==> src/rtl/mmio_timer_pkg.sv <==
// Shared constants and types for the memory-mapped countdown timer.
// Register offsets are word indices taken from a[3:2].
package mmio_timer_pkg;

    localparam logic [1:0] OFF_CTRL   = 2'd0;
    localparam logic [1:0] OFF_LOAD   = 2'd1;
    localparam logic [1:0] OFF_COUNT  = 2'd2;
    localparam logic [1:0] OFF_STATUS = 2'd3;

    localparam int CTRL_EN       = 0;
    localparam int CTRL_PERIODIC = 1;
    localparam int CTRL_IRQEN    = 2;
    localparam int CTRL_PRE_LSB  = 8;
    localparam int CTRL_PRE_MSB  = 15;

    localparam int STAT_EXP     = 0;
    localparam int STAT_RUNNING = 1;

    // Only EN, PERIODIC, IRQEN and PRESCALE are stored; all other CTRL bits read 0.
    localparam logic [31:0] CTRL_MASK = 32'h0000_FF07;

    typedef enum logic [1:0] {
        ST_IDLE = 2'd0,
        ST_RUN  = 2'd1,
        ST_DONE = 2'd2
    } state_t;

endpackage

==> src/rtl/timer_prescaler.sv <==
// Divides the clock: counts 0..limit while enabled and pulses tick on the
// cycle the count equals limit, then wraps to 0.
module timer_prescaler (
    input  logic       clk,
    input  logic       reset,
    input  logic       clr,
    input  logic       en,
    input  logic [7:0] limit,
    output logic       tick
);

    logic [7:0] r_cnt;

    assign tick = en && (r_cnt == limit);

    always_ff @(posedge clk) begin
        if (reset || clr) begin
            r_cnt <= 8'd0;
        end else if (en) begin
            r_cnt <= tick ? 8'd0 : r_cnt + 8'd1;
        end
    end

endmodule

==> src/rtl/mmio_timer.sv <==
// Memory-mapped countdown timer with prescaler, one-shot/periodic modes and
// a sticky write-1-to-clear expiry flag driving irq.
import mmio_timer_pkg::*;

module mmio_timer #(
    parameter logic [31:0] BASE_ADDR = 32'h0000_0400
) (
    input  logic        clk,
    input  logic        reset,
    input  logic        we,
    input  logic [31:0] a,
    input  logic [31:0] wd,
    output logic [31:0] rd,
    output logic        sel,
    output logic        irq,
    output state_t      o_state
);

    logic [31:0] r_ctrl;
    logic [31:0] r_load;
    logic [31:0] r_count;
    logic        r_exp;
    state_t      r_state;

    logic        w_wr;
    logic [1:0]  w_off;
    logic        w_wr_ctrl;
    logic        w_wr_load;
    logic        w_wr_count;
    logic        w_wr_stat;
    logic        w_run;
    logic        w_start;
    logic        w_stop;
    logic        w_tick;
    logic        w_expire;
    logic        w_unused;

    assign sel        = (a[31:4] == BASE_ADDR[31:4]);
    assign w_off      = a[3:2];
    assign w_wr       = we & sel;
    assign w_wr_ctrl  = w_wr && (w_off == OFF_CTRL);
    assign w_wr_load  = w_wr && (w_off == OFF_LOAD);
    assign w_wr_count = w_wr && (w_off == OFF_COUNT);
    assign w_wr_stat  = w_wr && (w_off == OFF_STATUS);
    assign w_run      = (r_state == ST_RUN);
    assign w_unused   = &{1'b0, a[1:0]};

    // EN=1 only (re)starts from IDLE/DONE; in RUN it just updates fields.
    assign w_start  = w_wr_ctrl && wd[CTRL_EN] && !w_run;
    assign w_stop   = w_wr_ctrl && !wd[CTRL_EN] && (r_state != ST_IDLE);
    // A same-cycle COUNT write or stop swallows the tick, including an expiry.
    assign w_expire = w_run && w_tick && !w_stop && !w_wr_count && (r_count == 32'd0);

    timer_prescaler u_prescaler (
        .clk   (clk),
        .reset (reset),
        .clr   (w_start | w_stop),
        .en    (w_run),
        .limit (r_ctrl[CTRL_PRE_MSB:CTRL_PRE_LSB]),
        .tick  (w_tick)
    );

    always_ff @(posedge clk) begin
        if (reset) begin
            r_ctrl  <= '0;
            r_load  <= '0;
            r_count <= '0;
            r_exp   <= 1'b0;
            r_state <= ST_IDLE;
        end else begin
            if (w_wr_ctrl)  r_ctrl  <= wd & CTRL_MASK;
            if (w_wr_load)  r_load  <= wd;
            if (w_wr_count) r_count <= wd;
            if (w_wr_stat && wd[STAT_EXP]) r_exp <= 1'b0;
            // Set after the clear so a same-cycle expiry leaves EXP set.
            if (w_expire) r_exp <= 1'b1;
            case (r_state)
                ST_IDLE: begin
                    if (w_start) begin
                        r_state <= ST_RUN;
                        r_count <= r_load;
                    end
                end
                ST_RUN: begin
                    if (w_stop) begin
                        r_state <= ST_IDLE;
                    end else if (w_tick && !w_wr_count) begin
                        if (r_count != 32'd0) begin
                            r_count <= r_count - 32'd1;
                        end else if (r_ctrl[CTRL_PERIODIC]) begin
                            r_count <= r_load;
                        end else begin
                            r_state         <= ST_DONE;
                            r_ctrl[CTRL_EN] <= 1'b0;
                        end
                    end
                end
                ST_DONE: begin
                    if (w_start) begin
                        r_state <= ST_RUN;
                        r_count <= r_load;
                    end else if (w_stop) begin
                        r_state <= ST_IDLE;
                    end
                end
                default: r_state <= ST_IDLE;
            endcase
        end
    end

    always_comb begin
        rd = '0;
        if (sel) begin
            case (w_off)
                OFF_CTRL:  rd = r_ctrl;
                OFF_LOAD:  rd = r_load;
                OFF_COUNT: rd = r_count;
                default:   rd = {30'd0, w_run, r_exp};
            endcase
        end
    end

    assign irq     = r_exp & r_ctrl[CTRL_IRQEN];
    assign o_state = r_state;

endmodule

==> config.mk <==
export PLATFORM = sky130hd
export DESIGN_NAME = mmio_timer
export DESIGN_NICKNAME = d
export VERILOG_FILES = /design/src/rtl/mmio_timer_pkg.sv /design/src/rtl/timer_prescaler.sv /design/src/rtl/mmio_timer.sv
export SDC_FILE = /design/constraint.sdc
export NUM_CORES = 1
export LEC_CHECK = 0
export CELL_PAD_IN_SITES_DETAIL_PLACEMENT = 1
export CELL_PAD_IN_SITES_GLOBAL_PLACEMENT = 1
export CORE_MARGIN = 2
export CORE_UTILIZATION = 42
export CTS_CLUSTER_DIAMETER = 50
export DETAILED_ROUTE_END_ITERATION = 10
export HOLD_SLACK_MARGIN = 0.12
export PLACE_DENSITY_LB_ADDON = 0.2
export SKIP_LAST_GASP = 1
export SYNTH_ARGS = -nofsm -noshare
export SYNTH_HDL_FRONTEND = slang
export SYNTH_SLANG_ARGS = --single-unit
==> constraint.sdc <==
create_clock -name clk -period 8.66 [get_ports clk]
set_clock_uncertainty 0.1 [all_clocks]
set_input_delay 2.165 -clock clk [delete_from_list [all_inputs] [get_ports clk]]
set_output_delay 2.165 -clock clk [all_outputs]
set_load 0.1 [all_outputs]
Yosys cells after proc, flatten, opt, wreduce, memory -nomap -nowiden
Cells that the tools add are included.
Operators by class
  reductions and logical operators: 28
  add/sub/neg operators: 2
  multiplexer cells: 26
  bitwise logic cells: 3
  eq/ne operators: 12
Operators by type and width (count)
  $mux 32: 7
  $pmux 32 s3: 1
  $pmux 32 s2: 1
  $logic_not 32->1: 1
  $reduce_bool 32->1: 1
  $sub 32x1->32 const B: 1
  $eq 28x7->1 const B: 1
  $logic_and 1x1->1: 15
  $mux 2: 7
  $ne 3x3->1 const B: 4
  $add 8x1->8 const B: 1
  $eq 8x8->1: 1
  $mux 1: 8
  $mux 8: 1
  $eq 2x2->1 const B: 3
  $pmux 2 s3: 1
  $reduce_and 5->1: 1
  $eq 2x1->1 const B: 2
  $logic_not 1->1: 4
  $logic_not 2->1: 2
  $reduce_bool 2->1: 2
  $and 1x1->1: 2
  $ne 2x2->1 const B: 1
  $reduce_or 2->1: 1
  2 further kinds: 2
Word-level totals
  flip-flop bits (word level): 86
  input port bits: 67

Longest topological paths before layout
Gate-level depths: netlist of run 1.
  word-level depth: 10
  mapped depth: 12

Hierarchy
A second synthesis of run 1 with hierarchy kept.
Unflattened totals
  cell total of the unflattened synthesis: 863
  area, all modules: 6179.7 um2
By module, submodules not included
  mmio_timer: sequential area each 1561.5 um2, area an instance 5719.2 um2, times used 1, cells each 812
  timer_prescaler: sequential area each 160.2 um2, area an instance 460.4 um2, times used 1, cells each 51

Least setup slack after synthesis of run 1
OpenSTA, ideal clock, no wires.
  path type: in2out
  start point: in a[15]
  end point: out rd[10]
  setup slack: 1.739 ns
  cell stages on the path: 5
  buffers on the path: 1
  data arrival time: 4.656 ns
  cells stage by stage: or4_4 -> nor3_4 -> nand2_1 -> clkbuf_1 -> nor2_1
On the way
  word-level cells in the longest chain between the ends: 2
RTL lines
  start: declaration: RTL line mmio_timer.sv:11  | input logic [31:0] a,
  $eq 28x7->1: RTL line mmio_timer.sv:38  | assign sel = (a[31:4] == BASE_ADDR[31:4]);
  $mux 32: RTL line mmio_timer.sv:113  | if (sel) begin
  end: declaration: RTL line mmio_timer.sv:13  | output logic [31:0] rd,
Every way passes these cells.

Final worst setup path of run 1
  start point: in a[2]
  end point: out rd[1]
On the way
  word-level cells in the longest chain between the ends: 3
RTL lines
  $eq 2x2->1, or another cell as far along: RTL line mmio_timer.sv:114  | case (w_off)
  $pmux 32 s3 *: RTL line mmio_timer.sv:114
  $mux 32 *: RTL line mmio_timer.sv:113
Mark *: on every way between the ends. The rest lies on a longest branch, timed or not.

==> results of run 1 <==
routing by layer:
layer / share of wire (%) / up-vias
li1: - / 2869
met1: 43 / 3084
met2: 50 / 229
met3: 5.3 / 30
met4: 1.7 / 0
met5: 0 / -
metrics by stage:
stage	instance area, um2	setup WS, ps	hold slack (ps)	util, %	cells
2_1_floorplan	5770	1740	340	-	760
3_3_place_gp	6740	1600	368	50.5	986
3_5_place_dp	6740	1580	387	50.5	986
4_1_cts	7030	1570	394	52.6	1001
5_1_grt	7030	1470	412	52.6	1001
6_report	7030	1560	394	52.6	1001
final cells by class:
class	instances	area share (%)
Tap cell	176	3.13
Sequential cell	86	24.5
Clock buffer	15	4.10
Inverter	4	0.214
Multi-Input combinational cell	608	53.7
Timing Repair Buffer	112	14.4
cells by family after synthesis:
kind of cell	synth area share (%)
compound gates	23.0
mux	8.09
xor+xnor	5.92
simple gates	27.7
buf+inv	4.92
fa+ha+maj	0.434
flops	29.8
cells in the final DEF, fill, tap and decap left out, types with 3 or more instances in the layout:
cell                                n
sky130_fd_sc_hd__nand2b_1          14
sky130_fd_sc_hd__or4_1              5
sky130_fd_sc_hd__a2bb2oi_1          3
sky130_fd_sc_hd__xnor2_1           17
sky130_fd_sc_hd__nand3b_1           4
sky130_fd_sc_hd__buf_4             43
sky130_fd_sc_hd__nand4_1            6
sky130_fd_sc_hd__mux2i_1           23
sky130_fd_sc_hd__nand3_1            9
sky130_fd_sc_hd__and4_1             3
sky130_fd_sc_hd__a211oi_1           5
sky130_fd_sc_hd__nor2b_1            3
sky130_fd_sc_hd__nor3b_1           13
sky130_fd_sc_hd__or2_2              3
sky130_fd_sc_hd__o221ai_1           6
sky130_fd_sc_hd__dfxtp_1           86
sky130_fd_sc_hd__o22ai_1           14
sky130_fd_sc_hd__nor2_1            72
sky130_fd_sc_hd__o21a_1            16
sky130_fd_sc_hd__inv_1              3
sky130_fd_sc_hd__a21oi_1           83
sky130_fd_sc_hd__nand2_1          110
sky130_fd_sc_hd__mux2_2            17
sky130_fd_sc_hd__a22oi_1           38
sky130_fd_sc_hd__o21ai_0           17
sky130_fd_sc_hd__or4_4              3
sky130_fd_sc_hd__a31oi_1           12
sky130_fd_sc_hd__and3_1             5
sky130_fd_sc_hd__clkbuf_8           4
sky130_fd_sc_hd__nor3_1            14
sky130_fd_sc_hd__clkbuf_16          9
sky130_fd_sc_hd__xor2_1            22
sky130_fd_sc_hd__nor4_1            19
sky130_fd_sc_hd__or3_1             10
sky130_fd_sc_hd__o21ai_1           11
sky130_fd_sc_hd__clkdlybuf4s50_1   68
sequential cells by signal (all words and copies together), names as in the netlist:
register / flops
r_count: 32
u_prescaler.r_cnt: 8
r_load: 32
r_ctrl: 11
r_exp: 1
o_state: 2
final timing paths:
kind	start	slack, ps	cells after the start	end
max	a[2]	1560	4	rd[1]
max reg2reg	r_count[0]	5190	10	r_count[15]
min	r_load[10]	390	2	r_load[10]
min reg2reg	r_load[10]	390	2	r_load[10]
power by group through the flow:
stage | logic, W | registers, W | clock network (W)
2_1_floorplan | 0.0000173 | 0.000404 | 0
3_3_place_gp | 0.0000553 | 0.000404 | 0
3_5_place_dp | 0.0000567 | 0.000404 | 0
4_1_cts | 0.0000569 | 0.000395 | 0.000397
5_1_grt | 0.0000597 | 0.000395 | 0.000413
6_report | 0.0000568 | 0.000395 | 0.000392
worst max-delay path, stage by stage:
cell and delay, ps:
sky130_fd_sc_hd__clkdlybuf4s50_1 980, sky130_fd_sc_hd__mux4_2 370, sky130_fd_sc_hd__and3_1 170, sky130_fd_sc_hd__clkdlybuf4s50_1 1140
==> summary.txt, run 1 <==
Logic synthesis
  – Post-synthesis async set-or-reset flop share: 0%
  – Number of enable flip-flop cells after synthesis: 0
  – Cells after Synth: 760
  – Fraction of post-synthesis cell area in the top cell type by area: 29.8%
  – Register bit count reported by yosys: 86
  – YS warnings: 0
  – Leading post-synthesis cells by cell area: sky130_fd_sc_hd__dfxtp_1 30%, sky130_fd_sc_hd__a21oi_1 7.2%, sky130_fd_sc_hd__nand2_1 7.2%
  – Most frequent cells after synthesis: 110 x sky130_fd_sc_hd__nand2_1, 86 x sky130_fd_sc_hd__dfxtp_1, 83 x sky130_fd_sc_hd__a21oi_1, 73 x sky130_fd_sc_hd__nor2_1, 47 x sky130_fd_sc_hd__clkbuf_1
  – Sequential share of the synthesized area: 29.8%
  – Most instantiated library cell after synthesis: sky130_fd_sc_hd__nand2_1
  – Top FF cell, synth: sky130_fd_sc_hd__dfxtp_1
  – Post-synthesis cell type count: 60
  – Nets in the synthesized netlist: 829
  – Post-synthesis instance area: 5770 um2
  – Post-Synthesis Mean Instance Area: 7.59 um2
  – Library cell with the largest summed area after synthesis: sky130_fd_sc_hd__dfxtp_1

Power and ir drop
  – Relative contribution of the clock network to total power: 46.4%
  – NetSw: 0.000193 W
  – Total power: 0.000844 W
  – Maximum vdd ir drop: 0.0753 mV
  – Reported leakage power: 2.41 nW
  – Portion of total power attributed to combinational logic: 6.7%
  – Switching Share: 22.9%
  – Ratio of total power to cell area: 120 nW/um2
  – Internal: 0.000651 W
  – Seq pwr share: 46.9%

Setup path
  – Worst Path Required: 6400 ps
  – Category of the worst setup path launch point: input port
  – Critical Path AT: 4840 ps
  – Highest net fanout along the worst path: 18
  – Classification of the worst setup path: in2out
  – Type of element capturing the critical path: output pin

Placement
  – Total half-perimeter wirelength after legalization and detailed placement: 14300 um
  – Weighted congestion reported at the end of routability-driven placement: 0.830
  – Port Buffer Count: 100

Global route
  – Met2 track utilization from global routing: 52.5%
  – Met3 track demand over resource: 3.05%
  – Wire length of the first global-routing pass: 34100 um
  – Antenna violations before repair: 0
  – Most used routing layer: met2
  – Total GRT Usage: 29.6%
  – Via count of the first global-routing pass: 6535
  – Grt total ovfl: 0
  – Pin count of the biggest net entering global routing: 84
  – Met1 Usage GRT: 37.5%

Clock tree
  – Clock latency on the worst-skew pair: 350 ps
  – Maximum clock path buffer count: 2
  – Clock-pin slew on the worst setup and hold paths: 60 ps
  – TritonCTS Sinks: 86
  – Max H-tree Level: 3
  – Gates resized, CTS repair: 0
  – Count of hold-fix buffers inserted at cts: 0
  – TritonCTS clock tree: built
  – Clk Tree Root Cell: sky130_fd_sc_hd__clkbuf_16
  – Total clock buffers created by CTS: 9
  – Number of setup buffers added after CTS: 0

Drt
  – Antenna Nets Post-Route: 0
  – Number of optimization iterations in the first detailed-route pass: 5
  – Total wirelength of the detailed-routed design: 21700 um
  – Number of vias after detailed routing: 6212
  – Final routed DRC violation total: 0
  – WL/cell: 21.7 um
  – Initial DRC Count: 443
  – Number of vias per cell: 6.21

Final layout
  – Multi-input logic area: 3770 um2
  – Number of inserted diodes: 0
  – Area growth from synthesis to layout: 21.8%
  – Final net count: 890
  – Filler Cells Inserted: 1685
  – Storage cell area: 1720 um2
  – Share of post-route cells with drive strength above 1: 11.9%

Floorplan
  – Total core area: 13300 um2
  – Initial standard-cell utilization of the core: 43.2%
  – Die Span Y: 121 um
  – # rows: 42
  – DIE AREA: 14700 um2
  – Die X: 121 um
  – Top-level I/O count: 103

Timing
  – Hold Violations, Final: 0
  – Accumulated negative setup slack: 0 ps
  – Relative slew margins: 26.8%
  – Crit share post-route: 82.0%
  – Timing-limited maximum frequency: 0.141 GHz
  – Final count of pins violating max slew: 0
  – Worst Max-Slew Pin Slew: 1090 ps
  – Final Setup Violations: 0
  – Tmin final: 7100 ps
  – Unrepaired setup endpoints after global routing: no

Outcome
  – Outcome: finished, final reports clean

Job
  – Max capacitance violation total: 0

Min path
  – Worst min-delay path class: reg2reg
Power figures use the tool's default switching activity.
==> inputs of run 2 (changes only) <==
Settings changed: CORE_UTILIZATION 42 to 35.
Clock period 8.66 ns to 6 ns, I/O delays scaled along.
==> summary.txt, run 2 (synthesized netlist as in run 1, its figures left out) <==
Outcome
  – Outcome: finished, final reports clean

Drt
  – Number of vias per cell: 6.06
  – Number of optimization iterations in the first detailed-route pass: 5
  – Antenna Nets Post-Route: 0
  – Total wirelength of the detailed-routed design: 22600 um
  – Number of vias after detailed routing: 6340
  – WL/cell: 21.6 um
  – Initial DRC Count: 549
  – Final routed DRC violation total: 0

Global route
  – Grt total ovfl: 0
  – Wire length of the first global-routing pass: 36400 um
  – Total GRT Usage: 25.7%
  – Pin count of the biggest net entering global routing: 83
  – Antenna violations before repair: 0
  – Via count of the first global-routing pass: 6801

Clock tree
  – Clock-pin slew on the worst setup and hold paths: 60 ps
  – TritonCTS clock tree: built
  – Count of hold-fix buffers inserted at cts: 0
  – Total clock buffers created by CTS: 9
  – Max H-tree Level: 3
  – Number of setup buffers added after CTS: 0
  – Maximum clock path buffer count: 2
  – Clk Tree Root Cell: sky130_fd_sc_hd__clkbuf_16
  – Clock latency on the worst-skew pair: 350 ps
  – Gates resized, CTS repair: 0
  – TritonCTS Sinks: 86

Min path
  – Worst min-delay path class: reg2reg
  – Number of stages on the worst hold path: 2
  – WHS Endpoint: r_ctrl[2]
  – Startpoint of the most critical hold path: r_ctrl[2]

Setup path
  – Bufs and invs on worst path: 3
  – Classification of the worst setup path: in2out
  – Critical Path AT: 3720 ps
  – Critical path's largest stage delay: 580 ps
  – Worst-case register-to-register setup slack: 2390 ps
  – R2r worst-path depth: 8
  – Highest net fanout along the worst path: 15
  – Worst path cell trace: clkdlybuf4s50_1 > or4_4 > nor3_4 > nand2_1 > buf_4 > nor2_1 > buf_12
  – Cell count along the critical path: 7
  – R2R Path End: r_count[30]
  – Category of cells accounting for the largest share of critical-path delay: simple AND/OR/NAND/NOR gates
  – Category of the worst setup path launch point: input port
  – Library cell contributing the largest single delay on the critical path: sky130_fd_sc_hd__or4_4
  – Launching instance or port of the critical path: a[15]
  – Worst Path Required: 4400 ps
  – Worst reg2reg startpoint: r_ctrl[11]
  – Type of element capturing the critical path: output pin

Power and ir drop
  – Ratio of total power to cell area: 164 nW/um2
  – Total power: 0.00123 W
  – Reported leakage power: 2.52 nW
  – Maximum vdd ir drop: 0.131 mV

Final layout
  – Final Cell Area: 7500 um2
  – Share of post-route cells with drive strength above 1: 12.7%
  – Final net count: 895
  – Regs by FF count: r_count x32, r_load x32, r_ctrl x11
  – Number of inserted diodes: 0
  – Most common cell after layout, fill and taps aside: sky130_fd_sc_hd__nand2_1
  – Share of the core filled with cells in the final layout: 46.9%
  – Most used cells in the layout excluding fill and tap cells: 110 x sky130_fd_sc_hd__nand2_1, 86 x sky130_fd_sc_hd__dfxtp_1, 83 x sky130_fd_sc_hd__a21oi_1
  – Area growth from synthesis to layout: 30.0%
  – Number of standard cells in the final layout excluding fillers: 1046

Timing
  – Final count of pins violating max slew: 0
  – Timing-limited maximum frequency: 0.188 GHz
  – Unrepaired setup endpoints after global routing: no
  – Relative slew margins: 26.6%
  – Hold Violations, Final: 0
  – Crit share post-route: 88.7%
  – Tmin final: 5320 ps
  – Final Setup Violations: 0
  – Worst Max-Slew Pin Slew: 1100 ps
  – Accumulated negative setup slack: 0 ps

Placement
  – Total half-perimeter wirelength after legalization and detailed placement: 15100 um
  – Placement-stage cell area: 7210 um2
  – Port Buffer Count: 100
  – # placed instances: 1031
  – Weighted congestion reported at the end of routability-driven placement: 0.865

Floorplan
  – Die Span Y: 132 um
  – Initial standard-cell utilization of the core: 36.0%
  – Total core area: 16000 um2
  – Die X: 132 um
  – Top-level I/O count: 103
  – DIE AREA: 17500 um2
  – # rows: 46

Job
  – Max capacitance violation total: 0
-- run 2: changes by cell type in the layout (fill, tap and decap cells not counted) --
cell,previous run,this run
sky130_fd_sc_hd__clkbuf_8,4,1
sky130_fd_sc_hd__nor2_2,2,1
sky130_fd_sc_hd__clkinvlp_4,0,1
sky130_fd_sc_hd__clkbuf_1,2,1
sky130_fd_sc_hd__clkinv_2,0,2
sky130_fd_sc_hd__buf_12,0,31
sky130_fd_sc_hd__clkdlybuf4s50_1,68,66
sky130_fd_sc_hd__nor2_1,72,73
sky130_fd_sc_hd__buf_4,43,19
sky130_fd_sc_hd__bufinv_16,0,1
-- run 2: worst max path at each step --
| stage | endpoint |
|---|---|
| floorplan | rd[10] |
| global placement | rd[12] |
| detailed placement | rd[14] |
| CTS | rd[14] |
| global route | rd[14] |
| finish | rd[14] |
-- run 2: final cells by class --
cell class	instances	area, um2
Multi-Input combinational cell	608	3770
Clock inverter	4	47.5
Clock buffer	11	243
Fill cell	1964	8500
Inverter	4	15.0
Tap cell	216	270
Sequential cell	86	1720
Timing Repair Buffer	117	1430
-- run 2: power breakdown --
group              switching [W]  internal (W)   total, W
Sequential     0.000000000000645      0.000571   0.000571
Combinational          0.0000396     0.0000448  0.0000844
Clock                   0.000247      0.000331   0.000578
-- run 2: per-layer routing --
metal  track usage, %  share of wire [%]  routed length (um)
met5                0                  0                   0
met4             9.98                2.5                 573
met3             3.19                5.1                1140
met2             44.2                 49               11100
met1             32.8                 43                9750
-- run 2: tightest hold or removal path, cell delays in order (launching register included) --
cell and delay [ps]:
sky130_fd_sc_hd__dfxtp_1 320, sky130_fd_sc_hd__nand2_1 60, sky130_fd_sc_hd__a21oi_1 50
-- run 2: per-stage QoR --
step	hold WS, ps	setup WS (ps)
after floorplan	340	409
after global placement	370	746
after detailed placement	372	687
after CTS	381	679
after global routing	406	628
final	380	680
